**src/rtl/multicycle_controller.sv**
```systemverilog
// Main control FSM for the multicycle RV32I core, plus ALU-control decode.
// Optional JAL support is built when MC_CTRL_JAL_EN is defined.
module multicycle_controller (
    input  logic       clk,
    input  logic       reset,
    input  logic [6:0] op,
    input  logic [2:0] funct3,
    input  logic       funct7b5,
    input  logic       zero,
    output logic       PCWrite,
    output logic       AdrSrc,
    output logic       MemWrite,
    output logic       IRWrite,
    output logic [1:0] ResultSrc,
    output logic [1:0] ALUSrcA,
    output logic [1:0] ALUSrcB,
    output logic       RegWrite,
    output logic [1:0] ImmSrc,
    output logic [2:0] ALUControl,
    output logic       instr_done,
    output logic       illegal_op
);

    typedef enum logic [3:0] {
        FETCH    = 4'd0,
        DECODE   = 4'd1,
        MEMADR   = 4'd2,
        MEMREAD  = 4'd3,
        MEMWB    = 4'd4,
        MEMWRITE = 4'd5,
        EXECUTER = 4'd6,
        EXECUTEI = 4'd7,
        ALUWB    = 4'd8,
        BEQ      = 4'd9
`ifdef MC_CTRL_JAL_EN
        , JAL    = 4'd10
`endif
    } state_t;

    state_t     state;
    state_t     nextState;
    state_t     decodeNext;
    logic       legalOp;
    logic [1:0] aluOp;
    logic       branch;
    logic       pcUpdate;
    logic       irWriteRaw;
    logic       memWriteRaw;
    logic       regWriteRaw;
    logic       doneRaw;
    logic       illegalRaw;

    always_ff @(posedge clk or posedge reset) begin
        if (reset) state <= FETCH;
        else       state <= nextState;
    end

    // Opcode dispatch out of DECODE; anything not listed is illegal.
    always_comb begin
        decodeNext = FETCH;
        legalOp    = 1'b1;
        case (op)
            7'b0000011, 7'b0100011: decodeNext = MEMADR;
            7'b0110011:             decodeNext = EXECUTER;
            7'b0010011:             decodeNext = EXECUTEI;
            7'b1100011:             decodeNext = BEQ;
`ifdef MC_CTRL_JAL_EN
            7'b1101111:             decodeNext = JAL;
`endif
            default:                legalOp    = 1'b0;
        endcase
    end

    always_comb begin
        nextState = FETCH;
        case (state)
            FETCH:    nextState = DECODE;
            DECODE:   nextState = decodeNext;
            MEMADR:   nextState = (op == 7'b0000011) ? MEMREAD : MEMWRITE;
            MEMREAD:  nextState = MEMWB;
            EXECUTER: nextState = ALUWB;
            EXECUTEI: nextState = ALUWB;
`ifdef MC_CTRL_JAL_EN
            JAL:      nextState = ALUWB;
`endif
            default:  nextState = FETCH;
        endcase
    end

    always_comb begin
        AdrSrc      = 1'b0;
        ResultSrc   = 2'b00;
        ALUSrcA     = 2'b00;
        ALUSrcB     = 2'b00;
        aluOp       = 2'b00;
        branch      = 1'b0;
        pcUpdate    = 1'b0;
        irWriteRaw  = 1'b0;
        memWriteRaw = 1'b0;
        regWriteRaw = 1'b0;
        doneRaw     = 1'b0;
        illegalRaw  = 1'b0;
        case (state)
            FETCH: begin
                irWriteRaw = 1'b1;
                ALUSrcB    = 2'b10;
                ResultSrc  = 2'b10;
                pcUpdate   = 1'b1;
            end
            DECODE: begin
                ALUSrcA    = 2'b01;
                ALUSrcB    = 2'b01;
                illegalRaw = ~legalOp;
            end
            MEMADR: begin
                ALUSrcA = 2'b10;
                ALUSrcB = 2'b01;
            end
            MEMREAD: AdrSrc = 1'b1;
            MEMWB: begin
                ResultSrc   = 2'b01;
                regWriteRaw = 1'b1;
                doneRaw     = 1'b1;
            end
            MEMWRITE: begin
                AdrSrc      = 1'b1;
                memWriteRaw = 1'b1;
                doneRaw     = 1'b1;
            end
            EXECUTER: begin
                ALUSrcA = 2'b10;
                aluOp   = 2'b10;
            end
            EXECUTEI: begin
                ALUSrcA = 2'b10;
                ALUSrcB = 2'b01;
                aluOp   = 2'b10;
            end
            ALUWB: begin
                regWriteRaw = 1'b1;
                doneRaw     = 1'b1;
            end
            BEQ: begin
                ALUSrcA = 2'b10;
                aluOp   = 2'b01;
                branch  = 1'b1;
                doneRaw = 1'b1;
            end
`ifdef MC_CTRL_JAL_EN
            JAL: begin
                ALUSrcA  = 2'b01;
                ALUSrcB  = 2'b10;
                pcUpdate = 1'b1;
            end
`endif
            default: ;
        endcase
    end

    // Write enables are masked during reset so an aborted instruction leaves no trace.
    assign PCWrite    = (pcUpdate | (branch & zero)) & ~reset;
    assign IRWrite    = irWriteRaw & ~reset;
    assign MemWrite   = memWriteRaw & ~reset;
    assign RegWrite   = regWriteRaw & ~reset;
    assign instr_done = doneRaw & ~reset;
    assign illegal_op = illegalRaw & ~reset;

    always_comb begin
        case (op)
            7'b0100011: ImmSrc = 2'b01;
            7'b1100011: ImmSrc = 2'b10;
`ifdef MC_CTRL_JAL_EN
            7'b1101111: ImmSrc = 2'b11;
`endif
            default:    ImmSrc = 2'b00;
        endcase
    end

    // Subtract only for R-type with funct7b5 set; I-type addi never subtracts.
    always_comb begin
        ALUControl = 3'b111;
        case (aluOp)
            2'b00: ALUControl = 3'b000;
            2'b01: ALUControl = 3'b001;
            2'b10: begin
                case (funct3)
                    3'b000:  ALUControl = ({op[5], funct7b5} == 2'b11) ? 3'b001 : 3'b000;
                    3'b010:  ALUControl = 3'b101;
                    3'b110:  ALUControl = 3'b011;
                    3'b111:  ALUControl = 3'b010;
                    default: ALUControl = 3'b111;
                endcase
            end
            default: ALUControl = 3'b111;
        endcase
    end

endmodule

```
**config.mk**
```make
export PLATFORM = sky130hd
export DESIGN_NAME = multicycle_controller
export DESIGN_NICKNAME = d
export VERILOG_FILES = /design/src/rtl/multicycle_controller.sv
export SDC_FILE = /design/constraint.sdc
export NUM_CORES = 1
export LEC_CHECK = 0
export BUFFER_PORTS_ARGS = -buffer_cell sky130_fd_sc_hd__buf_2
export CAP_MARGIN = 20
export CORE_MARGIN = 8
export CORE_UTILIZATION = 35
export DETAILED_ROUTE_END_ITERATION = 7
export PLACE_DENSITY = 0.8
export SLEW_MARGIN = 20
export SYNTH_ARGS = -nofsm -noshare
export SYNTH_HDL_FRONTEND = slang
export SYNTH_SLANG_ARGS = --single-unit
```
**constraint.sdc**
```tcl
create_clock -name clk -period 1.4 [get_ports clk]
set_input_delay 0.28 -clock clk [delete_from_list [all_inputs] [get_ports clk]]
set_output_delay 0.28 -clock clk [all_outputs]
set_load 0.005 [all_outputs]
```
After elaboration in Yosys (flattened, before gate mapping)
Cells that the tools add are included.

storage, ports and cells
  register bits after elaboration = 4
  bits of input ports = 14
  output and inout port bits = 18
  word-level logic and storage cells = 61

cells by class
  equality and inequality tests = 20
  muxes and demuxes = 19
  bitwise operators = 10
  reductions and logical operators = 11

operator list
  kind                                                  number
  case mux 2 bit (2 select lines)                       5
  case mux 4 bit (5 select lines)                       1
  equality test 4 x 3 -> 1 bit (second input constant)  4
  case mux 4 bit (4 select lines)                       1
  equality test 7 x 6 -> 1 bit (second input constant)  2
  case mux 3 bit (4 select lines)                       1
  2-to-1 mux 1 bit                                      9
  case mux 3 bit (3 select lines)                       1
  equality test 4 x 2 -> 1 bit (second input constant)  2
  equality test 4 bit (second input constant)           2
  OR reduction 2 bit                                    4
  OR reduction 4 bit                                    2
  bitwise AND 1 bit                                     7
  equality test 7 x 2 -> 1 bit (second input constant)  1
  equality test 7 x 5 -> 1 bit (second input constant)  1
  equality test 7 bit (second input constant)           1
  equality test 3 bit (second input constant)           2
  OR reduction 5 bit                                    1
  equality test 2 bit (second input constant)           2
  equality test 4 x 1 -> 1 bit (second input constant)  1
  logical NOT 4 bit                                     1
  equality test 3 x 2 -> 1 bit (second input constant)  1
  logical NOT 3 bit                                     1
  2-to-1 mux 3 bit                                      1
  other kinds (5)                                       6

Depth between registers and ports, before layout
Gate-level depths: netlist (run 1).

  depth after elaboration = 6
  gate-level depth with buffers = 4
  mapped depth without buffers = 3

Worst setup path before layout (run 1)
Ideal clock, no wire load.

  kind = register to output
  start = reg state[1]
  end = out illegal_op
  arrival = 1.158 ns
  required time = 1.120 ns
  setup slack = -0.038 ns
  stages on the path, launching flop included = 3
  path buffers = 0
  cell sequence = dfrtp_1 or4b_4 nor3_1

between the ends
  longest elaborated chain between the ends = 3

RTL lines
  item                          line  text
  start: declaration            40    state_t state;
  start signal: assignment      55    else state <= nextState;
  equality test 4 x 1 -> 1 bit  103   case (state)
  2-to-1 mux 1 bit              103
  bitwise AND 1 bit             166   assign illegal_op = illegalRaw & ~reset;
  end: declaration              21    output logic illegal_op

Every way passes these cells.

Final worst setup path (run 1)
Same ends and word-level chain as after synthesis.

==> metrics, run 1 <==
core footprint 1270 um^2; htree depth 1; final worst-path cycle share 123%; Final Max Slew Viols 0; Net count, final 126; family with the most delay on the worst path simple AND/OR/NAND/NOR gates; WL per Instance 15.0 um; Die X 52.3 um; post-synthesis register bit count 4; Row Count 13; Routability Congestion 0.758; Post-synth EDFFs 0; WP data arrival 1.44 ns; clock transition at the registers of the reported paths 0.04 ns; largest cells by area after synthesis dfrtp_1 22%, nand3b_1 6.5%, xnor2_1 5.7%; Synthesis Warnings 0; drt first pass iters 4; Mapped Avg Cell Area 7.55 um^2; Area Growth Syn to Fin 108%; Synth cell types 31; Syn Nets 75; reg2reg start state[1]$_DFF_PP0_; RSZ-0062 raised after global routing true; Yosys top cell by area dfrtp_1; number of buffers created by CTS 3; DR vias/cell 5.29; final WL 1.87 mm; outcome finished with violations; failing checks negative setup slack; LEAKAGE 0.464 nW; Worst Setup SP state[1]$_DFF_PP0_; Setup crit end illegal_op; drc violations 0; Detail Placement HPWL 1.22 mm; crit-path cells or4b_4, nor3_2, buf_2; Crit Path Max Fanout 4; initial antenna violation count 0; Cell Pwr Density 1010 nW/um^2; biggest registers after layout state x4; clk_skew 0.000264 ns; Worst-Margin Slew 0.341 ns; overall global routing resource usage 13.2%; worst-skew pair later-pin latency 0.23 ns; Reg2Reg Capture Point state[2]$_DFF_PP0_; Worst Hold Class in2reg; Initial Utilization 36.3%; Final Instance Area 958 um^2; CP Capture Type primary output; CP startpoint kind flop; Core Util, Final 75.5%; min Tclk post-route 1.72 ns; Root Driver clkbuf_4; slew margin rel. 77.0%; Setup-failing EPs final 19; CTS max path bufs 2; grt ovf 0; max-capacitance violation count 0; Max Fclk 581 MHz; Final WS setup -0.320 ns; vias in the first global route 670; R2R depth 3; area used by multi-input combinational logic 462 um^2; # diodes 0; die area 2730 um^2; post-synth top area share 21.7%; WP depth 3; worst path required time 1.12 ns; placed cell areas 696 um^2; Critical Setup Path Class reg2out; largest incremental delay on the critical path 0.58 ns; R2R setup slack -0.03 ns; Synth Instances 61; I/O pin count 32; register area share after synthesis 21.7%; fraction of layout cells with a size suffix above 1 63.6%; ys async rst share 100%; Routed Antenna Nets 0; die height 52.3 um; Reg area 100 um^2; Main synth FF type dfrtp_1; input/output buffers 31; pin count of the biggest net entering global routing 13; DRT iter0 DRCs 9; Bufs and invs on worst path 1; TritonCTS clock tree built; max reg flops 4; Slowest cell on crit path or4b_4; first-pass GRT wire length 2.81 mm; final hold violation count 0; Filler Cells Inserted 101; VDD IR max 778 uV; via count 661; Largest Register state; Cell Area, Synth 460 um^2; clock sink count 4
-- through the flow --
step / worst slack [ns] / hold WS [ns] / cells / setup TNS (ns) / power [mW]
CTS: -0.318 / 0.339 / 122 / -2.98 / 0.916
global placement: -0.0715 / 0.228 / 113 / -0.199 / 0.607
global route: -0.364 / 0.368 / 125 / -4.59 / 1.03
floorplan: -0.00435 / 0.0565 / 61 / -0.00641 / 0.386
detailed placement: -0.102 / 0.230 / 113 / -0.293 / 0.618
finish: -0.320 / 0.351 / 125 / -3.17 / 0.965
-- cells in the mapped netlist (all sizes together), types with 2 or more instances --
master  n
nand2b  2
nor4    3
nor2    6
o21ai   3
nor3b   3
a21oi   2
nor4b   2
nand2   2
or2     3
nor3    3
and3    2
dfrtp   4
inv     3
buf     3
nand3b  4
xnor2   3
-- report_power, final --
| part | internal [mW] | leakage (nW) | switching [mW] |
|---|---|---|---|
| logic | 0.389 | 0.396 | 0.275 |
| registers | 0.133 | 0.0539 | 0.0238 |
| clock network | 0.0960 | 0.0138 | 0.0482 |
-- cell families (layout without fill, tap and decap cells) --
family | count (synthesis) | count (layout) | synth area share, %
buffers and inverters | 7 | 56 | 6.52
AO/OA/AOI/OAI | 11 | 11 | 16.0
AND/OR/NAND/NOR | 35 | 35 | 47.8
multiplexers | 1 | 1 | 2.17
flip-flops | 4 | 4 | 21.7
XOR/XNOR | 3 | 3 | 5.71
-- final cells by class --
type | instances | share of cell area [%]
multi-input combinational | 50 | 48.2
timing repair buffer | 50 | 35.9
sequential | 4 | 10.4
clock buffer | 3 | 2.35
tap | 15 | 1.96
inverter | 3 | 1.17
-- worst min-delay path: cells and delay by family --
family	cells	cell delay (ns)
buffers and inverters	1	0.12
AO/OA/AOI/OAI	2	0.14
-- how the worst min path moves through the flow --
stage | from | endpoint | slack [ns] | cells after the start
2_1_floorplan | reset | state[0]$_DFF_PP0_ | 0.06 | 1
3_3_place_gp | reset | state[3]$_DFF_PP0_ | 0.23 | 2
3_5_place_dp | reset | state[0]$_DFF_PP0_ | 0.23 | 2
4_1_cts | op[4] | state[2]$_DFF_PP0_ | 0.34 | 3
5_1_grt | op[6] | state[2]$_DFF_PP0_ | 0.37 | 3
6_report | op[6] | state[2]$_DFF_PP0_ | 0.35 | 3
-- per-layer routing --
| metal | wire length, um | GRT usage [%] | vias up |
|---|---|---|---|
| li1 | - | - | 323 |
| met1 | 662 | 12.9 | 308 |
| met2 | 1040 | 24.4 | 28 |
| met3 | 158 | 4.26 | 2 |
| met4 | 14 | 6.47 | 0 |
| met5 | 0 | 0 | - |
-- repair_timing --
item | 4_1_cts | 5_1_grt
gates resized for setup | 21 | 15
pin swaps | 12 | 8
hold buffers | 1 | 0
endpoints found under the hold margin | 4 | 0
setup buffers | 4 | 3
setup endpoints to repair | 19 | 21
cloned | 1 | 0
-- cells in the final DEF (no fill, tap or decap), types with 2 or more instances in the layout --
cell      count
or2_1         2
o21ai_1       2
buf_2        30
dfrtp_1       4
xnor2_1       2
buf_4         9
nor4_4        2
nand2b_1      2
and3_1        2
inv_1         3
clkbuf_4      3
nor2_1        5
nor3b_1       2
nand2_1       2
buf_6         9
nand3b_1      4
nor3_2        2
(Power assumes the default switching activity.)
==> inputs of run 2 (changes only) <==
--- a/config.mk
+++ b/config.mk
@@ -7,10 +7,10 @@
 export LEC_CHECK = 0
 export BUFFER_PORTS_ARGS = -buffer_cell sky130_fd_sc_hd__buf_2
 export CAP_MARGIN = 20
-export CORE_MARGIN = 8
-export CORE_UTILIZATION = 35
+export CORE_AREA = 8 8 45 47
 export DETAILED_ROUTE_END_ITERATION = 7
-export PLACE_DENSITY = 0.8
+export DIE_AREA = 0 0 53 55
+export PLACE_DENSITY = 0.77
 export SLEW_MARGIN = 20
 export SYNTH_ARGS = -nofsm -noshare
 export SYNTH_HDL_FRONTEND = slang
==> constraint.sdc (replaced) <==
create_clock -name clk -period 1.9 [get_ports clk]
set_input_delay 0.38 -clock clk [delete_from_list [all_inputs] [get_ports clk]]
set_output_delay 0.38 -clock clk [all_outputs]
set_load 0.005 [all_outputs]
==> run 2 against run 1 <==
  * The run now ends clean
  * Design area down 27%
  * Register-to-register slack improved by 0.51 ns
  * Setup slack better by 0.41 ns
  * Combinational power shrank 55%
  * Sequential power shrank 31%
  * Sequential cell count unchanged
  * Core utilization shrank 25 points
  * Critical path depth is the same
  * Wire length fell by 23%
  * First-iteration DRC count fell by 56%
  * Die area up 6.7%
  * Global-route usage shrank 2.3 points
  * Largest cell class unchanged
  * Largest power group unchanged
  * Highest routed layer unchanged
==> metrics, run 2 (synthesized netlist as in run 1, its figures left out) <==
pin count of the biggest net entering global routing 15 (+2); Crit Path Max Fanout 5 (+1); placed cells 108 (-4.4%); final hold violation count 0 (unchanged); Net count, final 113 (-10%); die area 2920 um^2 (+6.7%); worst path required time 1.52 ns (+0.40 ns); Detail Placement HPWL 1.10 mm (-9.7%); Switching Share 36.7% (+0.78 points); WP data arrival 1.43 ns (about the same); CP Capture Type primary output; Clock power frac 21.8% (+6.9 points); Filler Cells Inserted 136 (+35%); first-pass GRT wire length 2.42 mm (-14%); Core Util, Final 50.7% (-25 points); Initial Utilization 33.3% (-3.0 points); clock sink count 4 (unchanged); overall global routing resource usage 10.9% (-2.3 points); min Tclk post-route 1.81 ns; clock transition at the registers of the reported paths 0.04 ns (about the same); worst-skew pair later-pin latency 0.25 ns (+0.02 ns); part of the power in combinational logic 57.3% (-12 points); placed cell areas 647 um^2 (-7.0%); most frequent cells in the layout 31 x buf_2, 6 x nor2_1, 5 x buf_4; DR vias/cell 5.22 (-1.3%); RSZ-0062 raised after global routing true; area used by multi-input combinational logic 344 um^2 (-25%); P_sw 0.192 mW (-45%); max-capacitance violation count 0 (unchanged); Die X 53 um (+1.4%); htree depth 1 (unchanged); Final TNS setup 0 ns (+3.17 ns); Worst-Margin Slew 0.318 ns (-0.0231 ns); Final Max Slew Viols 0 (unchanged); slew margin rel. 78.8% (+1.8 points); TritonCTS clock tree built; Worst Hold Class in2async; biggest registers after layout state x4; fraction of layout cells with a size suffix above 1 46.4% (-17 points); vias in the first global route 590 (-12%); CTS max path bufs 2 (unchanged); non-filler instance count after layout 113 (-9.6%); WL per Instance 12.7 um (-15%); CP startpoint kind flop; grt ovf 0 (unchanged); final worst-path cycle share 95.4%; LEAKAGE 0.355 nW (-23%); sequential power share 20.9% (+4.7 points); drc violations 0 (unchanged); DRT iter0 DRCs 4 (-5); Setup-failing EPs final 0 (-19); input/output buffers 31 (unchanged); drt first pass iters 4 (unchanged); Final WS setup 0.0875 ns (+0.407 ns); Routed Antenna Nets 0 (unchanged); outcome finished clean; Critical Setup Path Class reg2out; Final Instance Area 702 um^2 (-27%); number of buffers created by CTS 3 (unchanged); final WL 1.44 mm (-23%); Largest Register state; # diodes 0 (unchanged); VDD IR max 414 uV (-47%); die height 55 um (+5.2%); Final Power 0.522 mW (-46%); leading cell type in the layout, fill and taps excluded buf_2; max reg flops 4 (unchanged); Row Count 14 (+1); cell-internal power 0.330 mW (-47%); worst slack, placed 0.218 ns (+0.320 ns); I/O pin count 32 (unchanged); Area Growth Syn to Fin 52.4%; clk_skew 0.0108 ns (+0.0105 ns); WHS 0.0736 ns (-0.278 ns); Routability Congestion 0.678 (-11%); core footprint 1380 um^2 (+9.1%); initial antenna violation count 0 (unchanged); Cell Pwr Density 743 nW/um^2 (-26%); via count 590 (-11%); Max Fclk 552 MHz; Reg area 100 um^2 (unchanged); Root Driver clkbuf_4
==> run 2: final timing paths <==
kind	from	endpoint	slack, ns	cells after the start
max in group asynchronous	reset	state[2]$_DFF_PP0_	1.65	2
hold / removal	reset	state[0]$_DFF_PP0_	0.07	2
hold reg to reg	state[0]$_DFF_PP0_	state[0]$_DFF_PP0_	0.53	1
min in group clk	op[4]	state[2]$_DFF_PP0_	0.44	3
setup / recovery	state[3]$_DFF_PP0_	illegal_op	0.09	3
setup reg to reg	state[3]$_DFF_PP0_	state[0]$_DFF_PP0_	0.48	3
==> run 2: routing by layer <==
metal | vias up | wire (um) | global-route usage (%)
met3 | 3 | 126 | 4.28
met2 | 24 | 672 | 16.6
li1 | 300 | - | -
met4 | 0 | 24 | 6.47
met1 | 263 | 616 | 12.7
met5 | - | 0 | 0
==> run 2: repair_timing <==
action | 4_1_cts | 5_1_grt
endpoints found under the setup margin | 0 | 5
hold buffers | 0 | 0
resized for setup | 0 | 4
buffers inserted | 0 | 2
==> run 2: area by class of cell <==
class,instances,area share [%]
multi-input combinational,50,49.0
timing repair buffer,37,29.1
sequential,4,14.3
clock buffer,3,3.21
tap,16,2.85
inverter,3,1.60
==> run 2: critical path: stages, from the launching register on <==
cell and delay, ns:
dfrtp_1 0.38, or4b_4 0.56, nor3_2 0.11, buf_2 0.13
==> run 2: power by group through the flow <==
stage,registers [mW],logic [mW],clock network [mW]
6_report,0.109,0.299,0.114
5_1_grt,0.110,0.339,0.128
4_1_cts,0.109,0.292,0.117
3_5_place_dp,0.110,0.289,0
3_3_place_gp,0.110,0.287,0
2_1_floorplan,0.107,0.174,0
==> inputs of run 3 (changes only) <==
--- a/config.mk
+++ b/config.mk
@@ -8,8 +8,10 @@
 export BUFFER_PORTS_ARGS = -buffer_cell sky130_fd_sc_hd__buf_2
 export CAP_MARGIN = 20
 export CORE_AREA = 8 8 45 47
+export CTS_CLUSTER_SIZE = 16
 export DETAILED_ROUTE_END_ITERATION = 7
 export DIE_AREA = 0 0 53 55
+export MAX_ROUTING_LAYER = met4
 export PLACE_DENSITY = 0.77
 export SLEW_MARGIN = 20
 export SYNTH_ARGS = -nofsm -noshare
==> run 3 against run 2 <==
  * Maximum frequency barely moved
  * Setup slack barely moved
  * Sequential share of layout area did not move
  * Design area did not move
  * Critical path depth did not move
  * Combinational power barely moved
  * Die area did not move
  * Worst hold slack barely moved
  * Sequential power barely moved
  * Critical path type unchanged
  * Largest cell class unchanged
  * Largest power group unchanged
==> metrics, run 3 (synthesized netlist as in run 1, its figures left out) <==
R2R depth 3 (unchanged); final hold violation count 0 (unchanged); LEAKAGE 0.355 nW (unchanged); drt first pass iters 4 (unchanged); Row Count 14 (unchanged); worst-skew pair later-pin latency 0.25 ns (about the same); drc violations 0 (unchanged); Setup-failing EPs final 0 (unchanged); overall global routing resource usage 11.2% (+0.33 points); Critical Setup Path Class reg2out; worst path required time 1.52 ns (about the same); clk_skew 0.0108 ns (unchanged); number of buffers created by CTS 3 (unchanged); reg2reg start state[3]$_DFF_PP0_; VDD IR max 414 uV (about the same); # diodes 0 (unchanged); worst slack, placed 0.218 ns (unchanged); DR vias/cell 5.22 (unchanged); final WL 1.44 mm (unchanged); DRT iter0 DRCs 4 (unchanged); slew margin rel. 78.8% (unchanged); Switching Share 36.7% (about the same); first-pass GRT wire length 2.42 mm (unchanged); fraction of layout cells with a size suffix above 1 46.4% (unchanged); Worst Hold Class in2async; CP Capture Type primary output; CTS max path bufs 2 (unchanged); Root Driver clkbuf_4; Cell Pwr Density 743 nW/um^2 (about the same); core footprint 1380 um^2 (unchanged); Die X 53 um (unchanged); Detail Placement HPWL 1.10 mm (unchanged); min Tclk post-route 1.81 ns (-0.000181 ns); P_sw 0.192 mW (about the same); pin count of the biggest net entering global routing 15 (unchanged); leading cell type in the layout, fill and taps excluded buf_2; htree depth 1 (unchanged); outcome finished clean; initial antenna violation count 0 (unchanged); I/O pin count 32 (unchanged); max-capacitance violation count 0 (unchanged); final worst-path cycle share 95.4% (about the same); Largest Register state; Post-CTS Hold Buffers 0 (unchanged); Worst Setup SP state[3]$_DFF_PP0_; Worst-Margin Slew 0.318 ns (unchanged); Net count, final 113 (unchanged); WP data arrival 1.43 ns (about the same); via count 590 (unchanged); CP startpoint kind flop; sequential power share 20.9% (about the same); Routability Congestion 0.685 (+1.0%); die height 55 um (unchanged); placed cells 108 (unchanged); Max Fclk 552 MHz (about the same); Reg2Reg Capture Point state[0]$_DFF_PP0_; Final TNS setup 0 ns (unchanged); clock transition at the registers of the reported paths 0.04 ns (about the same); grt ovf 0 (unchanged); Filler Cells Inserted 136 (unchanged); Final Instance Area 702 um^2 (unchanged); Crit Path Max Fanout 5 (unchanged); cell-internal power 0.330 mW (about the same); input/output buffers 31 (unchanged); TritonCTS clock tree built; Final Max Slew Viols 0 (unchanged); Initial Utilization 33.3% (unchanged); max reg flops 4 (unchanged); Routed Antenna Nets 0 (unchanged); Area Growth Syn to Fin 52.4% (unchanged); Clock power frac 21.8% (about the same); WHS 0.0736 ns (-0.000000100 ns); placed cell areas 647 um^2 (unchanged); die area 2920 um^2 (unchanged); RSZ-0062 raised after global routing true; biggest registers after layout state x4; Setup crit end illegal_op; WL per Instance 12.7 um (unchanged); clock sink count 4 (unchanged); vias in the first global route 590 (unchanged); part of the power in combinational logic 57.3% (about the same); Final WS setup 0.0877 ns (+0.000181 ns); non-filler instance count after layout 113 (unchanged); most frequent cells in the layout 31 x buf_2, 6 x nor2_1, 5 x buf_4; R2R setup slack 0.48 ns (about the same)
## run 3: worst min path at each step
stage / cells past startpoint / slack (ns) / from / to
2_1_floorplan: 1 / 0.16 / reset / state[0]$_DFF_PP0_
3_3_place_gp: 2 / 0.33 / reset / state[0]$_DFF_PP0_
3_5_place_dp: 2 / 0.33 / reset / state[0]$_DFF_PP0_
4_1_cts: 2 / 0.07 / reset / state[0]$_DFF_PP0_
5_1_grt: 2 / 0.10 / reset / state[0]$_DFF_PP0_
6_report: 2 / 0.07 / reset / state[0]$_DFF_PP0_
## run 3: power by group through the flow
stage	Sequential, mW	Clock [mW]	Combinational, mW
floorplan	0.107	0	0.174
global placement	0.110	0	0.287
global route	0.110	0.128	0.339
detailed placement	0.110	0	0.289
CTS	0.109	0.117	0.292
finish	0.109	0.114	0.299
## run 3: area by class of cell
type	count	area [um^2]	share of cell area (%)
inverter	3	11.3	1.60
clock buffer	3	22.5	3.21
sequential	4	100	14.3
tap	16	20.0	2.85
timing repair buffer	37	204	29.1
multi-input combinational	50	344	49.0
## run 3: timing repair
| item | in CTS | in global routing |
|---|---|---|
| setup endpoints to repair | 0 | 5 |
| buffers inserted | 0 | 2 |
| gates resized for setup | 0 | 4 |
## run 3: worst max-delay path, cell delays in order (launching register included)
cell and delay, ns:
dfrtp_1 0.38, or4b_4 0.56, nor3_2 0.11, buf_2 0.13
## run 3: stage by stage
stage,utilization (%),power [mW]
floorplan,-,0.281
global placement,46.7,0.397
detailed placement,46.7,0.399
CTS,48.4,0.518
global route,50.7,0.576
finish,50.7,0.522
## run 3: layer usage
metal,track usage (%),routed length [um],share of wire [%]
met5,-,0,0
met4,6.47,24,1.7
met3,4.01,117,8.1
met2,16.6,672,47
met1,12.9,626,43
